File: config.mk
export PLATFORM = sky130hd
export DESIGN_NAME = mem_arbiter2_flat
export DESIGN_NICKNAME = d
export VERILOG_FILES = /design/src/rtl/mem_arbiter2_pkg.sv /design/src/rtl/mem_arbiter2_if.sv /design/src/rtl/mem_arbiter2_rr_pick2.sv /design/src/rtl/mem_arbiter2.sv /design/src/flat_wrapper.sv
export SDC_FILE = /design/constraint.sdc
export NUM_CORES = 1
export LEC_CHECK = 0
export CORE_ASPECT_RATIO = 1.25
export CORE_UTILIZATION = 55
export CTS_CLUSTER_DIAMETER = 150
export CTS_CLUSTER_SIZE = 40
export DETAILED_ROUTE_END_ITERATION = 8
export DONT_BUFFER_PORTS = 1
export PLACE_DENSITY = 0.82
export SYNTH_ARGS = -nofsm -noshare
export SYNTH_HDL_FRONTEND = slang
export SYNTH_SLANG_ARGS = --single-unit
File: constraint.sdc
create_clock -name clk -period 1.5 [get_ports clk]
set_input_delay 0.3 -clock clk [delete_from_list [all_inputs] [get_ports clk]]
set_output_delay 0.3 -clock clk [all_outputs]
set_load 0.1 [all_outputs]
File: src/rtl/mem_arbiter2_pkg.sv
// mem_arb_pkg: shared types and constants for the two-port memory arbiter.
// FSM state constants, read/write direction encoding and default bus widths.
package mem_arb_pkg;

    localparam int DEF_AW = 6;
    localparam int DEF_DW = 4;

    // Memory ReadWrite pin encoding
    localparam logic RW_READ  = 1'b1;
    localparam logic RW_WRITE = 1'b0;

    // 2-bit FSM state encoding, kept as plain constants for legacy tools
    typedef logic [1:0] state_t;
    localparam state_t IDLE   = 2'd0;
    localparam state_t ACCESS = 2'd1;
    localparam state_t DONE   = 2'd2;

endpackage

File: src/rtl/mem_arbiter2_if.sv
// mem_arb_if: client handshake and memory pin bundle for mem_arbiter2.
// slave = arbiter side, master = clients plus memory instance.
interface mem_arb_if
    import mem_arb_pkg::*;
#(
    parameter int AW = DEF_AW,
    parameter int DW = DEF_DW
);
    logic          req0;
    logic          rw0;
    logic [AW-1:0] addr0;
    logic [DW-1:0] wdata0;
    logic          req1;
    logic          rw1;
    logic [AW-1:0] addr1;
    logic [DW-1:0] wdata1;
    logic          ack0;
    logic          ack1;
    logic [DW-1:0] rdata;
    logic [1:0]    gnt;
    logic          busy;
    logic          mem_enable;
    logic          mem_rw;
    logic [AW-1:0] mem_addr;
    logic [DW-1:0] mem_din;
    logic [DW-1:0] mem_dout;

    modport slave (
        input  req0, rw0, addr0, wdata0,
        input  req1, rw1, addr1, wdata1,
        input  mem_dout,
        output ack0, ack1, rdata, gnt, busy,
        output mem_enable, mem_rw, mem_addr, mem_din
    );

    modport master (
        output req0, rw0, addr0, wdata0,
        output req1, rw1, addr1, wdata1,
        output mem_dout,
        input  ack0, ack1, rdata, gnt, busy,
        input  mem_enable, mem_rw, mem_addr, mem_din
    );
endinterface

File: src/rtl/mem_arbiter2_rr_pick2.sv
// rr_pick2: combinational two-way pick, one-hot result.
// Ties go to the port that did not win last time; with
// MEM_ARB_FIXED_PRIO_EN defined, ties always go to port 0.
module rr_pick2 (
    input  logic       req0,
    input  logic       req1,
    input  logic       last,
    output logic [1:0] gnt_oh
);
    // Lone requester wins outright; only a tie consults the pointer
    always_comb begin
        gnt_oh = 2'b00;
        if (req0 && !req1)
            gnt_oh = 2'b01;
        else if (!req0 && req1)
            gnt_oh = 2'b10;
        else if (req0 && req1) begin
`ifdef MEM_ARB_FIXED_PRIO_EN
            gnt_oh = 2'b01;
`else
            gnt_oh = last ? 2'b01 : 2'b10;
`endif
        end
    end
endmodule

File: src/rtl/mem_arbiter2.sv
// mem_arbiter2: two-client arbiter/sequencer for a 64x4 single-port memory.
// IDLE picks and latches a command, ACCESS drives one memory cycle, DONE
// pulses the winner's ack. Optional MEM_ARB_FIXED_PRIO_EN (in rr_pick2)
// swaps round-robin for fixed port-0 priority.
module mem_arbiter2
    import mem_arb_pkg::*;
#(
    parameter int AW = DEF_AW,
    parameter int DW = DEF_DW
) (
    input  logic   clk,
    input  logic   rst,
    mem_arb_if.slave bus
);
    state_t        state;
    logic [1:0]    gnt_q;
    logic [1:0]    pick;
    logic          last;
    logic          cmd_rw;
    logic [AW-1:0] cmd_addr;
    logic [DW-1:0] cmd_wdata;
    logic [DW-1:0] rdata_q;

    rr_pick2 u_pick (
        .req0   (bus.req0),
        .req1   (bus.req1),
        .last   (last),
        .gnt_oh (pick)
    );

    // Sequencer FSM: grant, one access cycle, one ack cycle
    always_ff @(posedge clk) begin
        if (rst) begin
            state <= IDLE;
            gnt_q <= 2'b00;
            last  <= 1'b1;
        end else begin
            case (state)
                IDLE: begin
                    if (|pick) begin
                        gnt_q <= pick;
                        state <= ACCESS;
                    end
                end
                ACCESS: state <= DONE;
                DONE: begin
                    last  <= gnt_q[1];
                    gnt_q <= 2'b00;
                    state <= IDLE;
                end
                default: begin
                    gnt_q <= 2'b00;
                    state <= IDLE;
                end
            endcase
        end
    end

    // Command capture at grant; these also hold the memory pins between accesses
    always_ff @(posedge clk) begin
        if (rst) begin
            cmd_rw    <= 1'b0;
            cmd_addr  <= '0;
            cmd_wdata <= '0;
        end else if (state == IDLE && |pick) begin
            cmd_rw    <= pick[1] ? bus.rw1    : bus.rw0;
            cmd_addr  <= pick[1] ? bus.addr1  : bus.addr0;
            cmd_wdata <= pick[1] ? bus.wdata1 : bus.wdata0;
        end
    end

    // Read data capture at the end of a read ACCESS; held until the next read
    always_ff @(posedge clk) begin
        if (rst)
            rdata_q <= '0;
        else if (state == ACCESS && cmd_rw == RW_READ)
            rdata_q <= bus.mem_dout;
    end

    // Output decode
    always_comb begin
        bus.gnt        = gnt_q;
        bus.busy       = (state == ACCESS) || (state == DONE);
        bus.ack0       = (state == DONE) && gnt_q[0];
        bus.ack1       = (state == DONE) && gnt_q[1];
        bus.rdata      = rdata_q;
        bus.mem_enable = (state == ACCESS);
        bus.mem_rw     = cmd_rw;
        bus.mem_addr   = cmd_addr;
        bus.mem_din    = cmd_wdata;
    end
endmodule

File: src/flat_wrapper.sv
// flat-port wrapper written by rule: the top's interface ports become plain ports
module mem_arbiter2_flat import mem_arb_pkg::*;
#(
    parameter int AW = DEF_AW,
    parameter int DW = DEF_DW
)
  (clk, rst, bus_req0, bus_rw0, bus_addr0, bus_wdata0, bus_req1, bus_rw1, bus_addr1, bus_wdata1, bus_mem_dout, bus_ack0, bus_ack1, bus_rdata, bus_gnt, bus_busy, bus_mem_enable, bus_mem_rw, bus_mem_addr, bus_mem_din);
  mem_arb_if #(.AW(AW), .DW(DW)) bus_i ();
  input  logic clk;
  input  logic rst;
  input wire logic [$bits(bus_i.req0)-1:0] bus_req0;
  input wire logic [$bits(bus_i.rw0)-1:0] bus_rw0;
  input wire logic [$bits(bus_i.addr0)-1:0] bus_addr0;
  input wire logic [$bits(bus_i.wdata0)-1:0] bus_wdata0;
  input wire logic [$bits(bus_i.req1)-1:0] bus_req1;
  input wire logic [$bits(bus_i.rw1)-1:0] bus_rw1;
  input wire logic [$bits(bus_i.addr1)-1:0] bus_addr1;
  input wire logic [$bits(bus_i.wdata1)-1:0] bus_wdata1;
  input wire logic [$bits(bus_i.mem_dout)-1:0] bus_mem_dout;
  output wire logic [$bits(bus_i.ack0)-1:0] bus_ack0;
  output wire logic [$bits(bus_i.ack1)-1:0] bus_ack1;
  output wire logic [$bits(bus_i.rdata)-1:0] bus_rdata;
  output wire logic [$bits(bus_i.gnt)-1:0] bus_gnt;
  output wire logic [$bits(bus_i.busy)-1:0] bus_busy;
  output wire logic [$bits(bus_i.mem_enable)-1:0] bus_mem_enable;
  output wire logic [$bits(bus_i.mem_rw)-1:0] bus_mem_rw;
  output wire logic [$bits(bus_i.mem_addr)-1:0] bus_mem_addr;
  output wire logic [$bits(bus_i.mem_din)-1:0] bus_mem_din;
  assign bus_i.req0 = bus_req0;
  assign bus_i.rw0 = bus_rw0;
  assign bus_i.addr0 = bus_addr0;
  assign bus_i.wdata0 = bus_wdata0;
  assign bus_i.req1 = bus_req1;
  assign bus_i.rw1 = bus_rw1;
  assign bus_i.addr1 = bus_addr1;
  assign bus_i.wdata1 = bus_wdata1;
  assign bus_i.mem_dout = bus_mem_dout;
  assign bus_ack0 = bus_i.ack0;
  assign bus_ack1 = bus_i.ack1;
  assign bus_rdata = bus_i.rdata;
  assign bus_gnt = bus_i.gnt;
  assign bus_busy = bus_i.busy;
  assign bus_mem_enable = bus_i.mem_enable;
  assign bus_mem_rw = bus_i.mem_rw;
  assign bus_mem_addr = bus_i.mem_addr;
  assign bus_mem_din = bus_i.mem_din;
  mem_arbiter2 #(.AW(AW), .DW(DW)) u_core (.clk(clk), .rst(rst), .bus(bus_i));
endmodule
# [After elaboration in Yosys (flattened, before gate mapping)]
# Index checks and enable logic that the tools add are counted.
[op_classes] n_reduce_logical=13 muxes=11 n_eq_ne=3 n_bitwise=1
[op_table] cell="2-to-1 mux 2 bit" n=6
[op_table] cell="one-hot mux 2 bit (2 select lines)" n=2
[op_table] cell="logical AND 1 bit" n=7
[op_table] cell="2-to-1 mux 6 bit" n=1
[op_table] cell="2-to-1 mux 4 bit" n=1
[op_table] cell="== test 2 x 1 -> 1 bit, second input constant" n=1
[op_table] cell="== test 2 bit, second input constant" n=1
[op_table] cell="zero test 1 bit" n=2
[op_table] cell="zero test 2 bit" n=1
[op_table] cell="!= test 2 bit, second input constant" n=1
[op_table] cell="AND reduction 2 bit" n=1
[op_table] cell="OR reduction 2 bit" n=1
[op_table] cell="logical OR 1 bit" n=1
[op_table] cell="2-to-1 mux 1 bit" n=1
[op_table] cell="inverter 1 bit" n=1
[word_totals] out_inout_bits=21 regBits=20

# [Logic depth before layout (Yosys ltp)]
[logic_depth] ltp_word=7 depth_mapped=6 depth_no_buf=5

# [By module]
# A second synthesis with hierarchy kept.
[unflattened] cells_unflattened=101 hier_area_um2=1013.5
[by_module_without_submodules] module="mem_arbiter2" n_inst=1 cells_per_inst=98 area_each_um2=994.7
[by_module_without_submodules] module="rr_pick2" n_inst=1 cells_per_inst=3 area_each_um2=18.8

# [Worst setup path before layout]
# OpenSTA, ideal clock, no wires.
[synth_timing] path_type="register -> output" startpoint="reg u_core.gnt_q[1] (netlist: u_core.bus.gnt[1])" endpoint="out bus_ack1" path_stages_with_launch=2 required_time_ns=1.200 slack_ns=-0.624 n_path_buf=0 t_arrival_ns=1.824 path_cell_list="dfxtp_1 -> and2_1"
[synth_between] elab_chain_cells=1
[synth_lines] item="start: declaration" line="mem_arbiter2.sv:16" rtl="logic [1:0] gnt_q;"
[synth_lines] item="start signal: assignment" line="mem_arbiter2.sv:41" rtl="gnt_q <= pick;"
[synth_lines] item="logical AND 1 bit" line="mem_arbiter2.sv:85" rtl="bus.ack1 = (state == DONE) && gnt_q[1];"
[synth_lines] item="end: declaration" line="flat_wrapper.sv:21" rtl="output wire logic [$bits(bus_i.ack1)-1:0] bus_ack1;"
# Every way passes these cells.

# [Worst setup path after layout]
[layout_timing] startpoint="reg u_core.state[0]" endpoint="out bus_ack1"
[layout_between] elab_chain_cells=2
[layout_lines] item="start: declaration" line="mem_arbiter2.sv:15" rtl="state_t state;"
[layout_lines] item="start signal: assignment" line="mem_arbiter2.sv:34" rtl="state <= IDLE;"
[layout_lines] item="start signal: assignment" line="mem_arbiter2.sv:42" rtl="state <= ACCESS;"
[layout_lines] item="start signal: assignment" line="mem_arbiter2.sv:45" rtl="ACCESS: state <= DONE;"
[layout_lines] item="== test 2 bit" line="mem_arbiter2.sv:85"
[layout_lines] item="logical AND 1 bit" line="mem_arbiter2.sv:85"
# Every way passes these cells.

==> run metrics <==
final setup fails 0; CP arrival 1170 ps; Port Buffers 0; peak supply drop 0.767 mV; slowest CP cell dfxtp_2; Slew Limit Fails 0; Yosys reg bits 20; CP peak stage delay 350 ps; busiest grt layer met2; # nets final 163; RSZ-0062 raised after global routing yes; Crit. End Element primary output; WP buf/inv 1; warning count from the yosys run 0; FFs w/ async S/R, synth 0; cells along the critical path inv_4, ha_4, and2_4; synthesized area 918 sq um; Antenna Nets Post-Route 0; Post-Syn Nets 144; H-tree depth 1; CTS tree built; Mapped Cells 111; worst hold path class primary input to flop; CP Max Fanout 3; top_reg_cell synth dfxtp_1; Crit path depth 3; row cnt 16; Routed wire per std cell 14.7 um; vias in the first global route 747; startpoint class of the critical path flop; DRC viols 0; Peak Freq 680 MHz; Congestion Overflow GR 0; initial antenna violation count 0; crit-path leading delay family flip-flops; Tot Pwr 1.63 mW; most frequent cells in the layout nand2_1 (28), buf_4 (18), dfxtp_1 (15); DIE HEIGHT 47.7 um; slew margin rel. 0.778; sequential-to-total area share from yosys stat 0.436; Worst Skew 1.90 ps; Worst-Margin Slew 332 ps; Initial DRC Count 15; final hold violations 0; via count 864; clock latency on the worst-skew pair 290 ps; Max Buffers Root-to-Sink 2; PwrDens 1380 nW/um^2; CTS root buf clkbuf_4; initial core utilization 0.588; core area 1560 sq um; Max Cap Viol 0; Final Critical Period 1470 ps; 1st-pass router iterations 4; clock-pin transition on the worst setup and hold timing paths 100 ps; Die W 38.6 um; Vias/cell 5.92; commonest non-fill, non-tap cell in the layout nand2_1; Fin Setup TNS 0 ps; first-pass GRT wire length 3010 um; io pins 51; total CTS buffers 3; fraction of layout instances using a drive strength above 1 0.305; FF-to-FF path depth 5; Total GRT Usage 0.231; HPWL Detailed 1550 um; die area 1840 sq um; WHS 64.5 ps; Final Cycle Share 0.980; Post-synth EDFFs 0; routability cong. 0.664; CP required 1200 ps; Syn Area/Cell 8.27 sq um; CTS Sinks 20; Layout area overhead 29.2%; hold path cells 1; pin count of the biggest net entering global routing 23; n_diodes 0; P_leak 0.480 nW; placed cell count 142; outcome finished clean; met3 Track Usage GR 0.0326; WL final 2150 um; post-synth cell types 25; critical path class flop to primary output; Post-Layout Cell Count 146; GR Util met1 0.251; global routing usage on met2 0.440
logic make-up after synthesis:
kind of cell | share of synthesized area
compound gates | 0.198
fa+ha+maj | 0.0409
buf+inv | 0.0586
flops | 0.436
mux | 0.0109
simple gates | 0.256
cell type report:
class	instances	area, sq um
clock buffer	3	22.5
fill	111	375
inverter	3	16.3
multi-input combinational	81	520
sequential	20	409
tap	18	22.5
timing repair buffer	21	195
through the flow:
step	util	setup slack [ps]	instance area, sq um
after CTS	0.730	-46.6	1140
after detailed placement	0.710	-23.1	1110
after global routing	0.760	-9.17	1190
final	0.760	29.4	1190
after global placement	0.710	106	1110
after floorplan	-	-30.1	941
final timing paths:
| check | start | end | slack, ps |
|---|---|---|---|
| min | rst | u_core.bus.rdata[3] | 60 |
| max | u_core.state[0] | bus_ack1 | 30 |
| min reg2reg | u_core.bus.rdata[3] | u_core.bus.rdata[3] | 460 |
| max reg2reg | u_core.state[1] | u_core.bus.mem_din[1] | 170 |
what timing repair did:
| action | in CTS | in global routing |
|---|---|---|
| hold buffers | 0 | 0 |
| endpoints found under the setup margin | 8 | 5 |
| buffers inserted | 0 | 1 |
| endpoints found under the hold margin | 0 | 0 |
| resized for setup | 3 | 10 |
| cloned | 0 | 0 |
| pin swaps | 2 | 3 |
worst register-to-register path, stage by stage (launching register included):
cell and delay (ps):
dfxtp_4 380, inv_4 70, ha_4 160, o21a_4 270
nor2_1 80, a311oi_1 280
power breakdown:
| part | leakage, nW | internal (mW) | switching (mW) |
|---|---|---|---|
| registers | 0.167 | 0.589 | 0.0402 |
| clock network | 0.0138 | 0.0932 | 0.148 |
| logic | 0.299 | 0.203 | 0.560 |
metal layers:
metal	vias up	share of wire
met2	40	0.54
met3	2	0.064
li1	417	-
met1	405	0.39
met4	0	0.0061
met5	-	0
sequential cells by signal (all words and copies together) (netlist names):
| register | count |
|---|---|
| u_core.bus.gnt | 2 |
| u_core.bus.mem_addr | 6 |
| u_core.bus.mem_din | 4 |
| u_core.bus.mem_rw | 1 |
| u_core.bus.rdata | 4 |
| u_core.last | 1 |
| u_core.state | 2 |
cell usage after synthesis (3+ instances only):
| cell type | n | area share |
|---|---|---|
| nand3_1 | 5 | 0.027 |
| inv_1 | 3 | 0.012 |
| nor2_1 | 12 | 0.049 |
| clkbuf_1 | 3 | 0.012 |
| ha_1 | 3 | 0.041 |
| a21oi_1 | 6 | 0.033 |
| a311oi_1 | 10 | 0.095 |
| nand2_1 | 28 | 0.11 |
| dfxtp_1 | 20 | 0.44 |
(Power assumes the default switching activity.)
